## config.mk

```make
export PLATFORM = sky130hd
export DESIGN_NAME = bus_if_ctrl
export DESIGN_NICKNAME = d
export VERILOG_FILES = /design/src/rtl/bus_if_ctrl_pkg.sv /design/src/rtl/bus_if_ctrl_watchdog_cnt.sv /design/src/rtl/bus_if_ctrl.sv
export SDC_FILE = /design/constraint.sdc
export NUM_CORES = 1
export LEC_CHECK = 0
export CAP_MARGIN = 0
export CORE_MARGIN = 2
export CORE_UTILIZATION = 29
export DETAILED_ROUTE_END_ITERATION = 7
export DONT_BUFFER_PORTS = 1
export MAX_ROUTING_LAYER = met4
export PLACE_DENSITY_LB_ADDON = 0.08
export SLEW_MARGIN = 20
export SYNTH_ARGS = -nofsm -noshare
export SYNTH_HDL_FRONTEND = slang
export SYNTH_SLANG_ARGS = --single-unit
export TNS_END_PERCENT = 1
```

## constraint.sdc

```tcl
create_clock -name clk -period 2.15 [get_ports clk]
set_clock_uncertainty 0.15 [all_clocks]
set_input_delay 0.3225 -clock clk [delete_from_list [all_inputs] [get_ports clk]]
set_output_delay 0.3225 -clock clk [all_outputs]
set_load 0.01 [all_outputs]
```

## src/rtl/bus_if_ctrl_pkg.sv

```systemverilog
// Shared types and constants for the bus master interface: FSM state encoding,
// bus request levels and the watchdog counter sizing helper.
package bus_if_ctrl_pkg;

  typedef enum logic [1:0] {
    BUS_IF_IDLE       = 2'b00,
    BUS_IF_BUSY       = 2'b01,
    BUS_IF_WAIT_STALL = 2'b10
  } bus_if_state_e;

  localparam logic BUS_REQ_ENABLE  = 1'b1;
  localparam logic BUS_REQ_DISABLE = 1'b0;

  // The counter must reach TIMEOUT-1; a disabled watchdog still gets one bit.
  function automatic int wdog_cnt_width(input int timeout);
    if (timeout < 2) begin
      return 1;
    end
    return $clog2(timeout);
  endfunction

endpackage

```

## src/rtl/bus_if_ctrl_watchdog_cnt.sv

```systemverilog
// Saturating cycle counter that flags a bus access which has been outstanding
// for TIMEOUT cycles. TIMEOUT = 0 disables the expire flag.
module bus_watchdog_cnt
  import bus_if_ctrl_pkg::*;
#(
  parameter int TIMEOUT = 255
) (
  input  logic clk,
  input  logic rst,
  input  logic i_clear,
  input  logic i_en,
  output logic o_expire
);

  localparam int CNT_W = wdog_cnt_width(TIMEOUT);

  logic [CNT_W-1:0] r_cnt;

  // Clear wins over enable; the counter parks at all-ones instead of wrapping.
  always_ff @(posedge clk) begin
    if (rst || i_clear) begin
      r_cnt <= '0;
    end else if (i_en && (r_cnt != {CNT_W{1'b1}})) begin
      r_cnt <= r_cnt + CNT_W'(1);
    end
  end

  generate
    if (TIMEOUT == 0) begin : g_wdog_off
      assign o_expire = 1'b0;
    end else begin : g_wdog_on
      localparam logic [CNT_W-1:0] EXPIRE_AT = CNT_W'(TIMEOUT - 1);
      assign o_expire = i_en && (r_cnt == EXPIRE_AT);
    end
  endgenerate

endmodule

```

## src/rtl/bus_if_ctrl.sv

```systemverilog
// Bus master interface: converts single-cycle core memory accesses into req/ack
// bus transactions and stalls the pipeline until each one completes or aborts.
module bus_if_ctrl
  import bus_if_ctrl_pkg::*;
#(
  parameter int DATA_W  = 32,
  parameter int ADDR_W  = 32,
  parameter int SEL_W   = 4,
  parameter int TIMEOUT = 255
) (
  input  logic              clk,
  input  logic              rst,
  input  logic              cpu_ce_i,
  input  logic [ADDR_W-1:0] cpu_addr_i,
  input  logic [DATA_W-1:0] cpu_data_i,
  input  logic              cpu_we_i,
  input  logic [SEL_W-1:0]  cpu_sel_i,
  output logic [DATA_W-1:0] cpu_data_o,
  input  logic              stall_i,
  input  logic              flush_i,
  output logic              stallreq_o,
  output logic              bus_err_o,
  output logic              bus_req_o,
  output logic [ADDR_W-1:0] bus_addr_o,
  output logic [DATA_W-1:0] bus_data_o,
  output logic              bus_we_o,
  output logic [SEL_W-1:0]  bus_sel_o,
  input  logic [DATA_W-1:0] bus_data_i,
  input  logic              bus_ack_i
);

  bus_if_state_e     r_state;
  bus_if_state_e     w_state_next;

  logic              r_bus_req;
  logic [ADDR_W-1:0] r_bus_addr;
  logic [DATA_W-1:0] r_bus_data;
  logic              r_bus_we;
  logic [SEL_W-1:0]  r_bus_sel;
  logic [DATA_W-1:0] r_rd_buf;
  logic              r_bus_err;

  logic              w_ack;
  logic              w_expire;
  logic              w_take;
  logic              w_done;
  logic              w_drop;
  logic              w_timeout;
  logic              w_stallreq;
  logic [DATA_W-1:0] w_cpu_data;
  logic              w_wdog_en;
  logic              w_wdog_clear;

  // A stray acknowledge outside a request is never seen by the FSM.
  assign w_ack = bus_ack_i & r_bus_req;

  assign w_wdog_en    = (r_state == BUS_IF_BUSY);
  assign w_wdog_clear = (w_state_next != BUS_IF_BUSY);

  bus_watchdog_cnt #(
    .TIMEOUT (TIMEOUT)
  ) u_watchdog (
    .clk      (clk),
    .rst      (rst),
    .i_clear  (w_wdog_clear),
    .i_en     (w_wdog_en),
    .o_expire (w_expire)
  );

  always_comb begin
    w_state_next = r_state;
    w_stallreq   = 1'b0;
    w_cpu_data   = '0;
    w_take       = 1'b0;
    w_done       = 1'b0;
    w_drop       = 1'b0;
    w_timeout    = 1'b0;
    case (r_state)
      BUS_IF_IDLE: begin
        if (cpu_ce_i && !flush_i) begin
          w_stallreq   = 1'b1;
          w_take       = 1'b1;
          w_state_next = BUS_IF_BUSY;
        end
      end
      BUS_IF_BUSY: begin
        // Priority: flush, then acknowledge, then watchdog expiry.
        if (flush_i) begin
          w_drop       = 1'b1;
          w_state_next = BUS_IF_IDLE;
        end else if (w_ack) begin
          w_done       = 1'b1;
          w_cpu_data   = r_bus_we ? '0 : bus_data_i;
          w_state_next = stall_i ? BUS_IF_WAIT_STALL : BUS_IF_IDLE;
        end else if (w_expire) begin
          w_drop       = 1'b1;
          w_timeout    = 1'b1;
          w_state_next = BUS_IF_IDLE;
        end else begin
          w_stallreq   = 1'b1;
        end
      end
      BUS_IF_WAIT_STALL: begin
        w_cpu_data = r_rd_buf;
        if (!stall_i || flush_i) begin
          w_state_next = BUS_IF_IDLE;
        end
      end
      default: begin
        w_state_next = BUS_IF_IDLE;
      end
    endcase
  end

  always_ff @(posedge clk) begin
    if (rst) begin
      r_state    <= BUS_IF_IDLE;
      r_bus_req  <= BUS_REQ_DISABLE;
      r_bus_addr <= '0;
      r_bus_data <= '0;
      r_bus_we   <= 1'b0;
      r_bus_sel  <= '0;
      r_rd_buf   <= '0;
      r_bus_err  <= 1'b0;
    end else begin
      r_state   <= w_state_next;
      r_bus_err <= w_timeout;
      if (w_take) begin
        r_bus_req  <= BUS_REQ_ENABLE;
        r_bus_addr <= cpu_addr_i;
        r_bus_data <= cpu_data_i;
        r_bus_we   <= cpu_we_i;
        r_bus_sel  <= cpu_sel_i;
      end else if (w_done || w_drop) begin
        r_bus_req <= BUS_REQ_DISABLE;
        r_bus_we  <= 1'b0;
        r_bus_sel <= '0;
      end
      // Writes leave a zero behind so a stalled write never replays bus noise.
      if (w_done) begin
        r_rd_buf <= r_bus_we ? '0 : bus_data_i;
      end
    end
  end

  assign cpu_data_o = w_cpu_data;
  assign stallreq_o = w_stallreq;
  assign bus_err_o  = r_bus_err;
  assign bus_req_o  = r_bus_req;
  assign bus_addr_o = r_bus_addr;
  assign bus_data_o = r_bus_data;
  assign bus_we_o   = r_bus_we;
  assign bus_sel_o  = r_bus_sel;

endmodule

```

## Word-level counts from Yosys, hierarchy flattened

Index checks and enable logic that the tools add are counted.

| storage, ports and cells | value |
|---|---|
| word-level logic and storage cells | 57 |
| register bits after elaboration | 113 |
| output and inout port bits | 104 |
| input port bits | 107 |

| operators by class | value |
|---|---|
| multiplexer cells | 29 |
| $add $sub $neg | 1 |
| equality and inequality tests | 5 |
| reductions and logical operators | 11 |
| bitwise logic cells | 2 |

Operators with widths:

| operator | number |
|---|---|
| $mux W32 | 3 |
| $pmux W32 S2 | 1 |
| $mux W1 | 15 |
| $mux W2 | 6 |
| $add A8 B1 Y8 const B | 1 |
| $eq A8 B8 Y1 const B | 1 |
| $mux W4 | 2 |
| $ne A8 B8 Y1 const B | 1 |
| $pmux W2 S3 | 1 |
| $logic_and A1 B1 Y1 | 3 |
| $logic_or A1 B1 Y1 | 3 |
| $reduce_or A3 Y1 | 1 |
| $eq A2 B1 Y1 const B | 1 |
| $eq A2 B2 Y1 const B | 1 |
| $logic_not A1 Y1 | 2 |
| $logic_not A2 Y1 | 1 |
| $ne A2 B1 Y1 const B | 1 |
| $pmux W1 S2 | 1 |
| $reduce_bool A2 Y1 | 1 |
| $and A1 B1 Y1 | 1 |
| $not A1 Y1 | 1 |

## Longest topological paths before layout

| depth | value |
|---|---|
| depth in word-level cells | 9 |
| mapped depth | 8 |
| mapped depth without buffers | 6 |

## Cells and area by module

A second synthesis with hierarchy kept.

| second synthesis, totals | value |
|---|---|
| cells, all modules | 591 |
| area, all modules | 4608.2 µm² |

By module, submodules not included:

| module | sequential area each (µm²) | instances | area each (µm²) | cells each |
|---|---|---|---|---|
| bus_if_ctrl | 2102.0 | 1 | 4149.0 | 540 |
| bus_watchdog_cnt | 160.2 | 1 | 459.2 | 51 |

## Worst setup path before layout

Ideal clock, no wire load.

| timing | value |
|---|---|
| path kind | flip-flop to output port |
| start point | reg r_state[1] |
| end point | out cpu_data_o[0] |
| path buffers | 2 |
| stages on the path, launching flop included | 9 |
| data arrival time | 1.515 ns |
| slack | 0.162 ns |
| required time | 1.678 ns |
| cells stage by stage | dfxtp_1 -> inv_1 -> ha_1 -> buf_4 -> nand4b_4 -> nor2_2 -> buf_2 -> nand2_1 -> a21boi_0 |

| between the ends | value |
|---|---|
| cells in the longest elaborated chain, start to end | 2 |
| elaborated cells on any way between the ends | 3 |
| those cells by class | eq/ne: 2; mux: 1 |

RTL lines:

| item | line | source |
|---|---|---|
| start: declaration | bus_if_ctrl.sv:32 | `bus_if_state_e r_state;` |
| start signal: assignment | bus_if_ctrl.sv:126 | `r_state <= w_state_next;` |
| $eq A2 B2 Y1 / $eq A2 B1 Y1 (equally long branches) | bus_if_ctrl.sv:78 | `case (r_state)` |
| $pmux W32 S2 (*) | bus_if_ctrl.sv:78 |  |
| end: declaration | bus_if_ctrl.sv:18 | `output logic [DATA_W-1:0] cpu_data_o,` |

Mark *: on every way between the ends. The rest lies on a longest branch, timed or not.

## Final worst setup path

| timing | value |
|---|---|
| start point | reg r_state[1] |
| end point | out cpu_data_o[16] |

Same word-level chain as after synthesis.

==> run_results.csv <==
group,metric,value,unit
synth,synth.largest_area_cell,"dfxtp_1",
run_status,failed_checks,"negative hold slack, negative setup slack",
synth,syn-cell-area,0.00459,sq mm
synth,yosysWarnings,0,
worst_setup_path,worstPathRequired,1.68,ns
synth,syn-num-nets,702,
pwr,pwr-share-clk,54.8,%
drt,drt_iter0_drc,219,
synth,synth-seq-cells,113,
worst_setup_path,path_class,"flip-flop to primary output",
worst_setup_path,reg2reg_from,"r_state[0]$_SDFF_PP0_",
drt,via_count,4080,
layout,drive_gt1_share,18.4,%
timing,clock.fmax,425,MHz
layout,multi_input_area,0.00224,sq mm
pwr,switching_share,21.2,%
floorplanning,num_io_pins,211,
placed_design,port_buffers,0,
floorplanning,die_h,130,um
placed_design,dp_cells,796,
flow_run,drv_cap,0,
worst_hold_path,holdCritPathClass,"input pin to flip-flop",
worst_hold_path,hold_start,"rst",
worst_setup_path,start_kind,"flip-flop",
pwr,fin_total_pwr,5.52,mW
timing,post-route-min-period,2.35,ns
synth,synth_fa_ha_area_share,1.64,%
timing,final_hold_viol_count,97,
synth,synth_top_area_share,49.3,%
timing,hold-worst-slack,-0.166,ns
drt,vias_per_cell,4.85,
worst_setup_path,worstPathArrival,1.88,ns
layout,area_growth,30.1,%
floorplanning,fp.dieW,130,um
pwr,p_per_area,925,mW/mm^2
layout,final_nets,731,
worst_setup_path,crit_chain,"inv_2 > ha_4 > nand4b_4 > nor2_4 > buf_6 > clkbuf_16 > nand2_1 > a21boi_1 > buf_4",
synth,synth_ff_type,"dfxtp_1",
synth,netlist_instances,589,
cts,cts_root_buf,"clkbuf_16",
run_status,status,"complete, but fails checks",
pwr,seq_power_share,40.7,%
timing,rsz0062_at_grt,"yes",
drt,wirelength,13400,um
global_routing,grt_max_degree,105,
synth,yosys.area_share.simple,23.3,%
timing,tns,-4.71,ns
worst_setup_path,crit_path_end_kind,"primary output",
cts,path_clk_slew,0.06,ns
synth,synth_mux_area_share,0,%
placed_design,place.gp.congestion,0.750,
cts,htreeDepth,4,
synth,synth_top_family_by_area,"simple AND/OR/NAND/NOR gates",
worst_setup_path,critPathMaxFanout,8,
worst_setup_path,cpPeakStageDelay,0.33,ns
timing,finalSetupViolCount,33,
pwr,p_sw,1.17,mW
drt,ant_nets,0,
synth,ys_seq_area_share,49.3,%
synth,avgSynthCellArea,7.79,sq um
pwr,p_leak,2.11,nW
pwr,ir_worst_vdd,498,uV
layout,layoutNonFillerInstCount,842,
timing,setup_ws,-0.203,ns
timing,slew-limit-headroom,71.9,%
drt,drc,0,
synth,synth_cell_types,40,
synth,synth_xor_area_share,1.34,%
layout,final_cell_mix,"nand2_1, dfxtp_1, a21oi_1",
layout,insertedDiodeCount,0,
floorplanning,rows,45,
global_routing,grt_pass1_wl,21000,um
cts,postCtsHoldBufs,7,
pwr,p_int,4.35,mW
timing,finalMaxSlewViolations,0,
worst_setup_path,cpMaxStageDelayCell,"dfxtp_2",
drt,firstDrtPassIters,4,
layout,mostFrequentLayoutCell,"nand2_1",
floorplanning,start_util,30.0,%
global_routing,first_global_vias,4094,
timing,fin_crit_sh,109,%
layout,regArea,0.00226,sq mm
cts,numCtsBuffers,17,
floorplanning,core-area,0.0153,sq mm
synth,synth_compound_area_share,20.0,%
synth,synthArstFlopShare,0,%
cts,cts_tree,"done",
pwr,pwr-share-comb,4.5,%
cts,clk_latency,0.40,ns
floorplanning,die-area,0.0168,sq mm
global_routing,grtUsageTotal,16.4,%
synth,synth.area.top_cells,"dfxtp_1, nand2_1, a21oi_1",
timing,tightest_slew,0.417,ns
cts,cts_sinks,113,
worst_setup_path,critPathLaunch,"r_state[1]$_SDFF_PP0_",
cts,clockBufferDepth,2,
global_routing,grt_overflow_total,0,
drt,wire_per_inst,15.9,um
synth,synth_edf_count,0,
global_routing,antenna_found_initial,0,
layout,fillers,1588,
placed_design,dpl.hpwl,8660,um
==> registers in the layout, summed over array words and instances, names as in the netlist <==
register / cells
bus_err_o: 1
bus_data_o: 32
r_rd_buf: 32
r_state: 2
bus_addr_o: 32
bus_we_o: 1
bus_sel_o: 4
u_watchdog.r_cnt: 8
bus_req_o: 1
==> layout make-up <==
cell class,instances,area share [%]
repair buffers,52,9.08
clock inverters,11,3.10
inverters,7,0.440
multi-input cells,427,37.5
clock buffers,21,7.55
well taps,211,4.42
flip-flops and latches,113,37.9
==> worst max-delay path, delay by kind of cell (launching register included) <==
family | cells | cell delay, ns
buf+inv | 4 | 0.52
simple gates | 3 | 0.34
flops | 1 | 0.33
fa+ha+maj | 1 | 0.15
compound gates | 1 | 0.14
==> power groups by stage <==
stage          Sequential [mW]  Clock [mW]  Combinational [mW]
3_3_place_gp              2.29           0               0.230
3_5_place_dp              2.29           0               0.238
2_1_floorplan             2.28           0               0.205
6_report                  2.25        3.02               0.250
5_1_grt                   2.26        3.23               0.283
4_1_cts                   2.25        3.11               0.248
==> through the flow <==
stage,utilization [%],worst slack [ns],area (sq um)
CTS,38.3,-0.319,5870
global route,39.0,-0.284,5970
detailed placement,32.8,-0.0783,5030
finish,39.0,-0.203,5970
floorplan,-,0.162,4590
global placement,32.8,-0.0233,5030
==> cell usage after synthesis (3+ instances only) <==
library cell  number
ha_1               6
o2111ai_1          3
clkbuf_1          31
o211ai_1           6
xor2_1             6
inv_1              7
nand2_1          234
buf_2              7
a21boi_0          29
a21boi_1           3
dfxtp_1          113
o21ai_0            4
nor3_1             7
a21oi_1          103
==> logic make-up (layout without fill, tap and decap cells) <==
group / count (synthesis) / in the layout
AO/OA/AOI/OAI: 154 / 154
buffers and inverters: 49 / 91
adder cells (fa/ha/maj): 6 / 6
AND/OR/NAND/NOR: 260 / 260
XOR/XNOR: 7 / 7
flip-flops: 113 / 113
==> worst paths after layout <==
| check | end | slack, ns | cells past startpoint |
|---|---|---|---|
| setup / recovery | cpu_data_o[16] | -0.20 | 9 |
| hold / removal | bus_addr_o[5]$_SDFFE_PP0P_ | -0.17 | 1 |
| setup reg to reg | bus_addr_o[29]$_SDFFE_PP0P_ | 0 | 7 |
| hold reg to reg | r_rd_buf[0]$_SDFFE_PP0P_ | 0.30 | 2 |
==> per-layer routing <==
metal	vias up	GRT usage, %	share of wire, %
met3	17	5.70	7.6
met1	1908	18.7	42
met4	0	6.51	1.6
li1	2001	-	-
met5	-	-	0
met2	154	26.5	49
==> repair_timing <==
item	CTS	global route
endpoints found under the hold margin	104	97
resized for setup	42	26
gates cloned	2	1
setup endpoints to repair	33	37
setup buffers	2	2
pin swaps	2	5
Note: power is estimated with default switching activity, not from simulation.
